<file path="src/rtl/picosoc_a2_cmdq.sv">
// picosoc_a2_cmdq: Apple II bus command byte FIFOs drained over PicoSoC iomem; define A2CMDQ_IRQ_EN for IRQ_MASK (0x50) and irq
module picosoc_a2_cmdq #(
    parameter int          NUM_CH    = 4,
    parameter int          DEPTH     = 8,
    parameter logic [15:0] BASE_ADDR = 16'hC7F8
) (
    input  logic        clk,
    input  logic        reset,
    input  logic        iomem_valid,
    input  logic [3:0]  iomem_wstrb,
    input  logic [31:0] iomem_addr,
    input  logic [31:0] iomem_wdata,
    output logic [31:0] iomem_rdata,
    output logic        iomem_ready,
    input  logic [15:0] a2_addr,
    input  logic [7:0]  a2_data,
    input  logic        a2_rw_n,
    input  logic        a2_data_in_strobe
`ifdef A2CMDQ_IRQ_EN
    ,
    output logic        irq
`endif
);
    localparam int AW = $clog2(DEPTH);
    localparam int CW = AW + 1;

    logic [7:0]        mem_q [NUM_CH][DEPTH];
    logic [AW-1:0]     rp_q [NUM_CH], rp_d [NUM_CH], wp_q [NUM_CH], wp_d [NUM_CH];
    logic [CW-1:0]     cnt_q [NUM_CH], cnt_d [NUM_CH];
    logic [NUM_CH-1:0] ovf_q, ovf_d, push, pop, flush, wen, ne;
    logic              ready_q, ready_d, busy_q, busy_d, start, wr;
    logic [31:0]       rdata_q, rdata_d;
    logic [5:0]        word;
    logic [7:0]        ne8, ovf8;
    logic              unused;
`ifdef A2CMDQ_IRQ_EN
    logic [NUM_CH-1:0] irq_mask_q, irq_mask_d;
    logic              irq_q, irq_d;
`endif

    assign word        = iomem_addr[7:2];
    assign wr          = |iomem_wstrb;
    // busy keeps a request that stays asserted past its ready pulse from being served twice
    assign start       = iomem_valid && !ready_q && !busy_q;
    assign busy_d      = iomem_valid && (start || busy_q);
    assign ready_d     = start;
    assign ne8         = 8'(ne);
    assign ovf8        = 8'(ovf_q);
    assign iomem_ready = ready_q;
    assign iomem_rdata = rdata_q;
    assign unused      = ^{iomem_addr, iomem_wdata};

    always_comb begin
        ovf_d = ovf_q;
        for (int c = 0; c < NUM_CH; c++) begin
            ne[c]    = |cnt_q[c];
            push[c]  = a2_data_in_strobe && !a2_rw_n && a2_addr == BASE_ADDR + 16'(c);
            pop[c]   = start && !wr && word == 6'(c) && ne[c];
            flush[c] = start && wr && word == 6'h13 && iomem_wdata[c];
            wen[c]   = push[c] && !flush[c] && (!cnt_q[c][AW] || pop[c]);
            rp_d[c]  = flush[c] ? '0 : pop[c] ? rp_q[c] + AW'(1) : rp_q[c];
            wp_d[c]  = flush[c] ? '0 : wen[c] ? wp_q[c] + AW'(1) : wp_q[c];
            cnt_d[c] = flush[c] ? '0 : cnt_q[c] + CW'(wen[c]) - CW'(pop[c]);
            ovf_d[c] = (ovf_q[c] && !(start && wr && word == 6'h10 && iomem_wdata[8+c]))
                    || (push[c] && cnt_q[c][AW] && !pop[c] && !flush[c]);
        end
    end

    always_comb begin
        rdata_d = '0;
        if (start && !wr) begin
            if (word == 6'h10) rdata_d = {16'b0, ovf8, ne8};
            else if (word == 6'h11) rdata_d = 32'(cnt_q[0]);
`ifdef A2CMDQ_IRQ_EN
            else if (word == 6'h14) rdata_d = 32'(irq_mask_q);
`endif
            for (int c = 0; c < NUM_CH; c++)
                if (word == 6'(c)) rdata_d = {23'b0, ne[c], ne[c] ? mem_q[c][rp_q[c]] : 8'h00};
        end
    end

    always_ff @(posedge clk) begin
        if (reset) begin
            ready_q <= 1'b0;
            busy_q  <= 1'b0;
            rdata_q <= '0;
            ovf_q   <= '0;
            rp_q    <= '{default: '0};
            wp_q    <= '{default: '0};
            cnt_q   <= '{default: '0};
        end else begin
            ready_q <= ready_d;
            busy_q  <= busy_d;
            rdata_q <= rdata_d;
            ovf_q   <= ovf_d;
            rp_q    <= rp_d;
            wp_q    <= wp_d;
            cnt_q   <= cnt_d;
        end
    end

    always_ff @(posedge clk)
        for (int c = 0; c < NUM_CH; c++)
            if (wen[c]) mem_q[c][wp_q[c]] <= a2_data;

`ifdef A2CMDQ_IRQ_EN
    assign irq_mask_d = (start && wr && word == 6'h14) ? iomem_wdata[NUM_CH-1:0] : irq_mask_q;
    assign irq_d      = |((ne | ovf_q) & irq_mask_q);
    assign irq        = irq_q;

    always_ff @(posedge clk) begin
        if (reset) begin
            irq_mask_q <= '0;
            irq_q      <= 1'b0;
        end else begin
            irq_mask_q <= irq_mask_d;
            irq_q      <= irq_d;
        end
    end
`endif
endmodule

</file>
<file path="config.mk">
export PLATFORM = sky130hd
export DESIGN_NAME = picosoc_a2_cmdq
export DESIGN_NICKNAME = d
export VERILOG_FILES = /design/src/rtl/picosoc_a2_cmdq.sv
export SDC_FILE = /design/constraint.sdc
export NUM_CORES = 1
export LEC_CHECK = 0
export ABC_CLOCK_PERIOD_IN_PS = 4600
export CORE_MARGIN = 5
export CORE_UTILIZATION = 35
export DETAILED_ROUTE_END_ITERATION = 6
export PLACE_DENSITY = 0.5
export SETUP_SLACK_MARGIN = 0.05
export SYNTH_ARGS = -nofsm -noshare
export SYNTH_HDL_FRONTEND = slang
export SYNTH_SLANG_ARGS = --single-unit
</file>
<file path="constraint.sdc">
create_clock -name clk -period 4.6 [get_ports clk]
set_input_delay 0.69 -clock clk [delete_from_list [all_inputs] [get_ports clk]]
set_output_delay 0.69 -clock clk [all_outputs]
set_load 0.01 [all_outputs]
</file>
# ---- Yosys cells after proc, flatten, opt, wreduce, memory -nomap -nowiden
# Memories as Yosys holds them, arrays and structs flattened.
# Index checks and enable logic that the tools add are counted.
# W data, S select, Z words.
dict set report op_classes {
  addsub 16
  order_cmp 12
  n_eq_ne 10
  muxes 47
  n_bitwise 9
  n_reduce_logical 101
}
# cell count
set op_table {}
lappend op_table {{$mux W64} 10}
lappend op_table {{$reduce_or A64 Y1} 3}
lappend op_table {{$mux W8} 16}
lappend op_table {{$bmux W8 S3} 4}
lappend op_table {{$demux W8 S3} 4}
lappend op_table {{$eq A16 B16 Y1 const B} 4}
lappend op_table {{$logic_and A1 B1 Y1} 56}
lappend op_table {{$mux W9} 4}
lappend op_table {{$ge A4 B4 Y1 const B} 8}
lappend op_table {{$not A3 Y4} 8}
lappend op_table {{$add A3 B1 Y3 const B} 8}
lappend op_table {{$logic_not A1 Y1} 20}
lappend op_table {{$reduce_or A4 Y1} 5}
lappend op_table {{$eq A6 B5 Y1 const B} 3}
lappend op_table {{$add A4 B1 Y4} 4}
lappend op_table {{$lt A4 B1 Y1 const B} 4}
lappend op_table {{$sub A4 B1 Y4} 4}
lappend op_table {{$eq A6 B2 Y1 const B} 2}
lappend op_table {{$mux W12} 1}
lappend op_table {{$reduce_or A2 Y1} 5}
lappend op_table {{$logic_or A1 B1 Y1} 9}
lappend op_table {{$reduce_or A7 Y1} 1}
lappend op_table {{$eq A6 B1 Y1 const B} 1}
lappend op_table {{$logic_not A6 Y1} 1}
lappend op_table {{5 further kinds} 10}
dict set report word_totals {
  regBits 78
  mem_bits_rw 256
  inputBits 97
  output_inout_bits 33
  wordCells 214
  mem_count 1
}
# name depth width rd rd_clocked_by_memory_dff write_ports line
set memory_table {}
lappend memory_table {mem_q 4 64 4 0 1 27} ;# logic [7:0] mem_q [NUM_CH][DEPTH];

# ---- Logic depth before layout (Yosys ltp)
# Gate-level depths: netlist (run 1).
dict set report depth {
  ltp_word 15
  mapped_depth 14
  ltp_nobuf 13
}

# ---- Least setup slack after synthesis (run 1)
# No wires, ideal clock.
dict set report synth_timing {
  path_type {in2reg}
  start {input port iomem_addr[5]}
  end {memory mem_q[3][56] (netlist bit) (enable)}
  setup_time_ns 0.395
  t_arrival_ns 2.999
  required_ns 4.205
  path_slack_ns 1.207
  path_stages 5
  n_path_buf 0
  cell_sequence {or4_4 or4_1 o21ai_2 nand3_1 nor4_1}
}
dict set report synth_between {
  elab_chain_len 12
  elab_cells_between_ends 51
  cone_classes {4 x eq/ne; 14 x mux; 33 x reduce/logical}
}
# item line
set synth_rtl {}
lappend synth_rtl {{start: declaration} 11} ;# input logic [31:0] iomem_addr,
lappend synth_rtl {{$eq A6 B5 Y1} 59} ;# flush[c] = start && wr && word == 6'h13 && iomem_wdata[c];
lappend synth_rtl {{$logic_and A1 B1 Y1 (2 in series)} 59}
lappend synth_rtl {{$logic_not A1 Y1} 60} ;# wen[c] = push[c] && !flush[c] && (!cnt_q[c][AW] || pop[c]);
lappend synth_rtl {{$logic_and A1 B1 Y1 (2 in series)} 60}
lappend synth_rtl {{$mux W1} 104} ;# if (wen[c]) mem_q[c][wp_q[c]] <= a2_data;
lappend synth_rtl {{$mux W64 (not written as such)} 104}
lappend synth_rtl {{$reduce_or A64 Y1 (no line)} n/a}
lappend synth_rtl {{$mux W2 (no line) or $mux W64 (tied branches) (3 in series)} n/a}
lappend synth_rtl {{end: declaration} 27}
# Parallel ways exist; a longest one is shown, timed or not.

# ---- Worst setup path in the final report (run 1)
dict set report layout_timing {
  start {input port iomem_addr[5]}
  end {register cnt_q[2] (netlist bit)}
}
dict set report layout_between {
  elab_chain_len 8
  elab_cells_between_ends 13
  cone_classes {2 x add/sub; 2 x eq/ne; 9 x reduce/logical}
}
# item line
set layout_rtl {}
lappend layout_rtl {{$eq A6 B5 Y1} 59}
lappend layout_rtl {{$logic_and A1 B1 Y1 (2 in series)} 59}
lappend layout_rtl {{$logic_not A1 Y1} 60}
lappend layout_rtl {{$logic_and A1 B1 Y1 (2 in series)} 60}
lappend layout_rtl {{$add A4 B1 Y4} 63} ;# cnt_d[c] = flush[c] ? '0 : cnt_q[c] + CW'(wen[c]) - CW'(pop[c]);
lappend layout_rtl {{$sub A4 B1 Y4} 63}
lappend layout_rtl {{end signal: assignment} 98} ;# cnt_q <= cnt_d;
lappend layout_rtl {{end: declaration} 29} ;# logic [CW-1:0] cnt_q [NUM_CH], cnt_d [NUM_CH];
# Parallel ways exist; a longest one is shown, timed or not.
# A chain may end at the register's enable or synchronous reset.

==> results of run 1 <==
[per-layer routing]
| layer | wire (um) | global-route usage [%] | share of wire [%] | up-vias |
|---|---|---|---|---|
| met5 | 0 | 0 | 0 | - |
| met4 | 432 | 3.325 | 1.4 | 0 |
| met3 | 1235 | 2.449 | 4.1 | 34 |
| met2 | 14790 | 24.33 | 49 | 130 |
| met1 | 13660 | 20.20 | 45 | 3638 |
| li1 | - | - | - | 3373 |
[state kept, by name, indices dropped and copies added, names as in the netlist]
signal,count
iomem_rdata,12
cnt_q,16
wp_q,12
rp_q,12
ovf_q,4
busy_q,1
mem_q,256
iomem_ready,1
[cell families after synthesis]
kind of cell | Yosys count | synth area share [%]
adders and majority gates | 32 | 3.291
DFF | 314 | 67.66
muxes | 106 | 13.76
other | 1 | 0.02868
AOI/OAI and AO/OA | 79 | 3.703
and+or+nand+nor | 184 | 7.568
buffers and inverters | 80 | 2.918
xor gates and xnor gates | 16 | 1.072
[power by group]
part / switching (W) / internal [W]
logic: 0.0000735 / 0.0000451
registers: 0.000000532 / 0.00307
clock network: 0.00109 / 0.00163
[layout make-up]
| class | instances | area [um^2] |
|---|---|---|
| timing repair buffer | 117 | 1026 |
| tap | 468 | 585.6 |
| sequential | 314 | 8848 |
| fill | 3324 | 21140 |
| multi-input combinational | 437 | 3929 |
| clock buffer | 46 | 989.7 |
| inverter | 33 | 123.9 |
| clock inverter | 18 | 138.9 |
[worst paths after layout]
kind,start,endpoint,slack (ps),cells past startpoint
worst max register to register,iomem_ready,cnt_q[2],1390,11
worst min-delay path,ovf_q[1],ovf_q[1],450,2
worst min register to register,ovf_q[1],ovf_q[1],450,2
worst max-delay path,iomem_addr[5],cnt_q[2],970,12
[placed cells by master (no fill, tap or decap), drive strengths merged, types with 6 or more instances in the layout]
| master | synthesis | layout |
|---|---|---|
| dfxtp | 58 | 58 |
| nor4 | 6 | 6 |
| or4 | 7 | 7 |
| xnor2 | 7 | 7 |
| conb | 1 | 20 |
| nand4 | 6 | 6 |
| nand2 | 31 | 31 |
| mux2i | 47 | 47 |
| clkbuf | 18 | 46 |
| clkinv | 1 | 16 |
| nor2 | 53 | 53 |
| mux4 | 59 | 59 |
| clkdlybuf4s50 | 0 | 59 |
| buf | 29 | 58 |
| a21oi | 30 | 30 |
| inv | 32 | 32 |
| o21ai | 11 | 11 |
| ha | 28 | 28 |
| and3 | 10 | 10 |
| nor3 | 12 | 12 |
| xor2 | 9 | 9 |
| nand2b | 10 | 10 |
| nand3 | 22 | 22 |
| edfxtp | 256 | 256 |
| a21o | 7 | 7 |
| o22ai | 16 | 16 |
[worst register-to-register path: stages, from the launching register on]
cell     delay, ps
dfxtp_1        310
or3b_2         580
or4_1          580
o21ai_2        220
nand3_1        220
ha_1           330
inv_1           50
ha_1           150
inv_1           60
fa_1           380
xor2_1         160
nor2_1          50
[synthesized netlist by cell type, types with 4 or more instances]
cell type  instances  area [um^2]
inv_1             32        120.1
clkbuf_1          18        67.56
nor3_1            12        60.06
nand2_1           31        116.4
ha_1              28        350.3
edfxtp_1         256         7687
or3_1              5        31.28
xor2_1             9        78.83
dfxtp_1           58         1161
nor4_1             4        25.02
o31a_1             4        35.03
mux2i_1           47        470.5
nand3b_1           4        30.03
and3_1            10        62.56
nand4_1            6        37.54
o21a_1             4        30.03
xnor2_1            7        61.31
o22ai_1           16        100.1
mux4_2            59         1329
nor2_1            53        198.9
nand3_1           22        110.1
a21oi_1           28        140.1
nand2b_1          10        62.56
buf_1              4        15.01
o21ai_0           10        50.05
buf_2              5        25.02
a21o_1             7        52.55
fa_1               4        80.08
o31ai_1            4        30.03
buf_4             20        150.1
or4_1              5        37.54
[stage by stage]
| stage | total power, W | setup WS (ps) | instances | hold WS (ps) |
|---|---|---|---|---|
| 6_report | 0.005907 | 970.8 | 1433 | 450.3 |
| 5_1_grt | 0.006122 | 833.0 | 1433 | 486.2 |
| 4_1_cts | 0.005989 | 978.5 | 1433 | 449.7 |
| 3_5_place_dp | 0.003250 | 440.6 | 1369 | 442.9 |
| 3_3_place_gp | 0.003248 | 463.2 | 1369 | 439.2 |
| 2_1_floorplan | 0.003167 | 1207 | 831 | 421.3 |
==> summary by stage, run 1 <==
Setup path
The startpoint type of the worst setup path is a primary input. In this design, the stage delay of the slowest critical-path cell is 660 ps. The highest net fanout along the worst path is 5. The count of buffering cells on the critical path with inverters included is 3. The kind of critical path is primary input to flip-flop. The slowest cell on the critical path is or4_1. The critical path data required time is 4980 ps. The critical path goes through clkdlybuf4s50_1 > or4_4 > or4_1 > o21ai_2 > nand3_1 > ha_1 > inv_1 > ha_1 > inv_1 > fa_1 > xor2_1 > nor2_1. The data arrival time of the worst path is 4010 ps. Broken down by cell family, the worst path's largest delay share belongs to simple AND/OR/NAND/NOR gates. STA classifies the critical path endpoint as a flip-flop.

Flow run
The max-capacitance violation count is 0.

Place
During placement, the flow inserted port buffers numbering 59. The estimated wirelength of the detail-placed design is 20,360 um. Summing all placed instances gives a cell area of 0.01451 mm^2.

The last weighted congestion value of the routability-driven placer is 0.7535.

Global route
The number of antenna violations at the first check in global routing was 0. The number of global-route vias before repair is 7,344. The first-pass GRT wire length is 45,420 um. Entering global routing, the biggest net connects 33 pins. Global routing consumed, over all layers together, 14.59% of the routing resources. The overall overflow remaining after global route is 0.

Clocking
The post-CTS resize count is 0. The post-CTS clock slew at the launch and capture registers of the worst setup and hold paths is 70 ps. The clock reaches the later pin of the worst-skew pair after 520 ps. The master cell of the clock root buffer is clkbuf_16. In this run the number of H-tree levels came out at 2. The clock passes through at most 3 buffers.

The number of buffers inserted for hold repair after clock tree synthesis is 0. The setup fix buffers added after clock tree synthesis is 0. The clock net in this run drives a total of 314 sinks.

The TritonCTS clock tree is done. The clock buffer count from CTS is 36.

Timing
The number of max-slew violations in the final report is 0. Setup repair after global routing left no endpoint under its margin. The highest clock frequency the design can meet is 275.5 MHz. The worst-margin pin slew is 1236 ps. The post-route clock period utilization is 78.90%. The setup TNS is 0 ps. The number of hold violations in the final report is 0. Headroom to the max-slew limit came out at 17.31%. The final critical delay including setup and external delays is 3629 ps. On the final layout, the worst clock skew is 20.25 ps. The number of setup violations in the final report is 0.

Cells and area
0 antenna diodes ended up in the layout. The area of all placed cells without fillers is 0.01564 mm^2. From synthesis to final layout, the design area changed by 19.60%. For this run, the post-layout net count is 1,068.

At the end of the flow the core is filled with cells to 42.52%. The post-route netlist has 18.55% of its cells at a drive strength greater than 1.

Die
The floorplan step set the die width to 203.3 um. The die covers 0.04133 mm^2. 130 I/O pins were placed. The floorplan has 70 rows.

The initial standard-cell utilization of the core is 35.55%. The overall die height is 203.3 um. In this run the standard cell core region covers 0.03679 mm^2.

Pwr
In this run the static leakage power is 5.069 nW. The worst vdd rail ir drop is 0.0003342 V. The power density relative to cell area is 377.6 mW/mm^2.

Route
The total number of vias is 7,175. The number of antenna-violating nets in the routed design is 0. The routed design has 30,120 um of wire. After detailed routing, the number of vias per cell comes to 5.007. Before antenna repair, the detailed router went through 4 iterations. In the routed design, unresolved DRC markers number 0.

The routed wirelength normalized by instance count is 21.02 um. After the first detailed-routing iteration, the DRC count stood at 507.

Yosys
Yosys mapped the design onto 49 distinct sky130hd cell types. In the synthesized netlist the async set-or-reset flop fraction comes to 0%. Among all flip-flop cells after synthesis, the most frequent one is edfxtp_1. Summing the sequential cell areas from Yosys gives 67.66% of the chip area. The post-synthesis cell area is 0.01308 mm^2. The cell count after synthesis is 812. Yosys mapped a number of flops with a built-in enable equal to 256. In this run, synthesis produced a sequential element count of 314.

The average cell area after synthesis is 16.11 um^2. The warning count from the yosys run is 0.

Min path
The path class of the lowest-slack min-delay path is flip-flop to flip-flop.

Run status
The flow ran to the end, and the final reports show no timing, DRC or antenna violations.
Note: power is estimated with default switching activity, not from simulation.
==> inputs of run 2 (changes only) <==
--- a/config.mk
+++ b/config.mk
@@ -5,7 +5,7 @@
 export SDC_FILE = /design/constraint.sdc
 export NUM_CORES = 1
 export LEC_CHECK = 0
-export ABC_CLOCK_PERIOD_IN_PS = 4600
+export ABC_CLOCK_PERIOD_IN_PS = 3610
 export CORE_MARGIN = 5
 export CORE_UTILIZATION = 35
 export DETAILED_ROUTE_END_ITERATION = 6
==> constraint.sdc (replaced) <==
create_clock -name clk -period 3.61 [get_ports clk]
set_input_delay 0.5415 -clock clk [delete_from_list [all_inputs] [get_ports clk]]
set_output_delay 0.5415 -clock clk [all_outputs]
set_load 0.01 [all_outputs]
==> run 2 against run 1 <==
Non-clock buffer count up 39. Clock skew down 2.8 ps. Critical path type unchanged. Clock-buffer cell count up 7.
==> summary by stage, run 2 (synthesized netlist as in run 1, its figures left out) <==
Route
The via density per instance is 4.932 (-1.5%). The number of violations reported at the end of detailed-routing iteration 0 is 462 (-8.9%). The total wire length after detailed routing was 30,370 um (+0.84%). The count of unresolved DRC violations after routing is 0 (unchanged). The total number of vias is 7,250 (+1.0%). The total iterations of the first detailed-routing run is 5 (+1). The number of antenna-violating nets in the routed design is 0 (unchanged). The routed wirelength normalized by instance count was 20.66 um (-1.7%).

Setup path
The slack of the worst reg-to-reg path is 590 ps (-800 ps). The cell family contributing the most delay on the critical path is simple AND/OR/NAND/NOR gates. The count of buffering cells on the critical path with inverters included came to 4 (+1). Tracing the worst setup path back leads to its startpoint at iomem_addr[5]. The critical path data required time is 3990 ps (-990 ps).

The worst setup path is of the primary input to flip-flop kind. The sort of element at the end of the critical path is a flip-flop. The startpoint type of the worst setup path is a primary input. The data arrival time of the worst path is 3600 ps (-410 ps). Traced cell by cell, the critical path runs through clkdlybuf4s50_1 > or4b_2 > nor4_2 > buf_4 > nand2_1 > nand3_1 > ha_1 > inv_1 > ha_1 > inv_1 > fa_1 > xor2_1 > nor2_1. The critical path's largest stage delay was 720 ps (+60 ps). The beginning of the worst register-to-register path is iomem_ready.

The highest net fanout along the worst path came to 3 (-2). The slowest cell on the critical path is or4b_2.

Cells and area
The flip-flop count of the largest register after layout is 256 (unchanged). The fraction of final layout cells sized beyond drive strength 1 is 21.26% (+2.7 points). The number of nets in the finished design is 1,106 (+3.6%). The library cell used most frequently in the layout, excluding fill and tap cells, is edfxtp_1. The count of antenna diodes in the layout is 0 (unchanged). The synthesis-to-finish area growth is 21.59%. In the layout the commonest cells are edfxtp_1, buf_4, mux4_2, clkdlybuf4s50_1, dfxtp_1.

Global route
The number of antenna violations at the first check in global routing is 0 (unchanged). The overall overflow remaining after global route is 0 (unchanged). The number of global-route vias before repair was 7,467 (+1.7%).

The maximum number of pins on one net before global-route repair is 33 (unchanged). The overall fraction of global-route tracks in use is 14.72% (+0.13 points). The first-pass GRT wire length is 45,970 um (+1.2%).

Pwr
The leakage power came to 5.236 nW (+3.3%). The power share of the sequential group is 52.4% (+0.4 points). The worst vdd rail ir drop came to 0.0003643 V (+9.0%). The power spent charging and discharging nets is 0.001449 W (+25%). The switching share of power was 19.41% (-0.28 points). The part of the power in combinational logic is 2.1% (about the same). The power density relative to cell area is 469.6 mW/mm^2 (+24%). The part of the power in the clock network came to 45.5% (-0.5 points).

The cell internal power dissipation is 0.006018 W (+27%).

Place
The last weighted congestion value of the routability-driven placer was 0.7409 (-1.7%). The worst setup timing slack at the placement stage came to -316.3 ps (-756.9 ps). The number of buffers added on ports is 59 (unchanged). The estimated wirelength of the detail-placed design is 20,570 um (+1.1%).

Timing
The normalized max-slew margin was 38.70% (+21 points). The number of max-slew violations in the final report is 0 (unchanged). The final critical path takes up 89.05% of the cycle. The highest clock frequency the design can meet is 311.1 MHz.

The worst-margin pin slew is 918.2 ps (-318.2 ps). The number of setup violations in the final report is 0 (unchanged). The number of hold violations in the final report is 0 (unchanged). The final setup skew is 17.43 ps (-2.827 ps).

The clock period could shrink to 3215 ps. The slack of the critical path is 395.3 ps (-575.5 ps). Setup repair after global routing left no endpoint under its margin. The setup TNS is 0 ps (unchanged).

Clocking
TritonCTS built the clock tree. The deepest level of the CTS H-tree is 2 (unchanged). The master cell of the clock root buffer is clkbuf_16. The insertion delay to the later sink of the worst-skew pair is 510 ps (about the same). The number of buffers between clock root and the deepest sink is 3 (unchanged). The number of buffers inserted for hold repair after clock tree synthesis is 0 (unchanged). The setup fix buffers added after clock tree synthesis is 0 (unchanged).

The clock buffer count from CTS came to 35 (-2.8%). The post-CTS clock slew at the launch and capture registers of the worst setup and hold paths is 60 ps (about the same). The post-CTS resize count is 0 (unchanged). The number of sinks handled by clock tree synthesis is 314 (unchanged).

Die
The overall die height is 203.3 um (unchanged). The row count is 70 (unchanged). The number of top-level pins was 130 (unchanged). The initial standard-cell utilization of the core is 35.55% (unchanged). The full die area is 0.04133 mm^2 (unchanged).

The placeable core region is 0.03679 mm^2 (unchanged). The die boundary width was 203.3 um (unchanged).

Min path
The worst min-delay path startpoint is ovf_q[2]. The path class of the lowest-slack min-delay path is flip-flop to flip-flop.

Run status
The run finished with clean final reports.

Flow run
The max-capacitance violation count is 0 (unchanged).
## run 2: cell types whose count changed in the layout (fill, tap and decap cells not counted), sizes merged
cell / before / now
clkinvlp: 1 / 0
clkinv: 16 / 8
clkbuf: 46 / 53
buf: 58 / 97
## run 2: worst min-delay path, cell delays in order, from the launching register on
cell and delay (ps):
dfxtp_1 310, nand2_1 50, a21oi_1 50
## run 2: final cells by class
class	instances	area, um^2
fillers	3381	20880
flip-flops and latches	314	8848
multi-input cells	437	3935
repair buffers	156	1319
clock buffers	53	996.0
well taps	468	585.6
inverters	33	123.9
clock inverters	9	93.84
## run 2: per-stage QoR
stage               utilization (%)  total power, W  std cells  hold WS [ps]  instance area [um^2]
finish                        43.23        0.007467       1470         449.8                 15900
global route                  43.23        0.007726       1470         472.2                 15900
CTS                           43.21        0.007584       1470         450.7                 15900
detailed placement            40.25        0.004144       1408         444.4                 14810
global placement              40.25        0.004142       1408         439.3                 14810
floorplan                         -        0.004036        831         421.3                 13150
## run 2: per-layer routing
| metal | wire, um | GRT usage [%] | vias up |
|---|---|---|---|
| li1 | - | - | 3444 |
| met1 | 13900 | 20.33 | 3653 |
| met2 | 14820 | 24.41 | 123 |
| met3 | 1245 | 2.830 | 30 |
| met4 | 403 | 3.228 | 0 |
| met5 | 0 | 0 | - |
## run 2: power groups by stage
stage | clock, W | combinational (W) | sequential, W
floorplan | 0 | 0.0000464 | 0.00399
global placement | 0 | 0.000154 | 0.00399
detailed placement | 0 | 0.000157 | 0.00399
CTS | 0.00352 | 0.000157 | 0.00391
global route | 0.00365 | 0.000169 | 0.00391
finish | 0.00340 | 0.000155 | 0.00391
## run 2: final timing paths
| path | to | cells after the start |
|---|---|---|
| worst max-delay path | cnt_q[2] | 13 |
| worst min-delay path | ovf_q[2] | 2 |
| worst max register to register | cnt_q[2] | 13 |
| worst min register to register | ovf_q[2] | 2 |
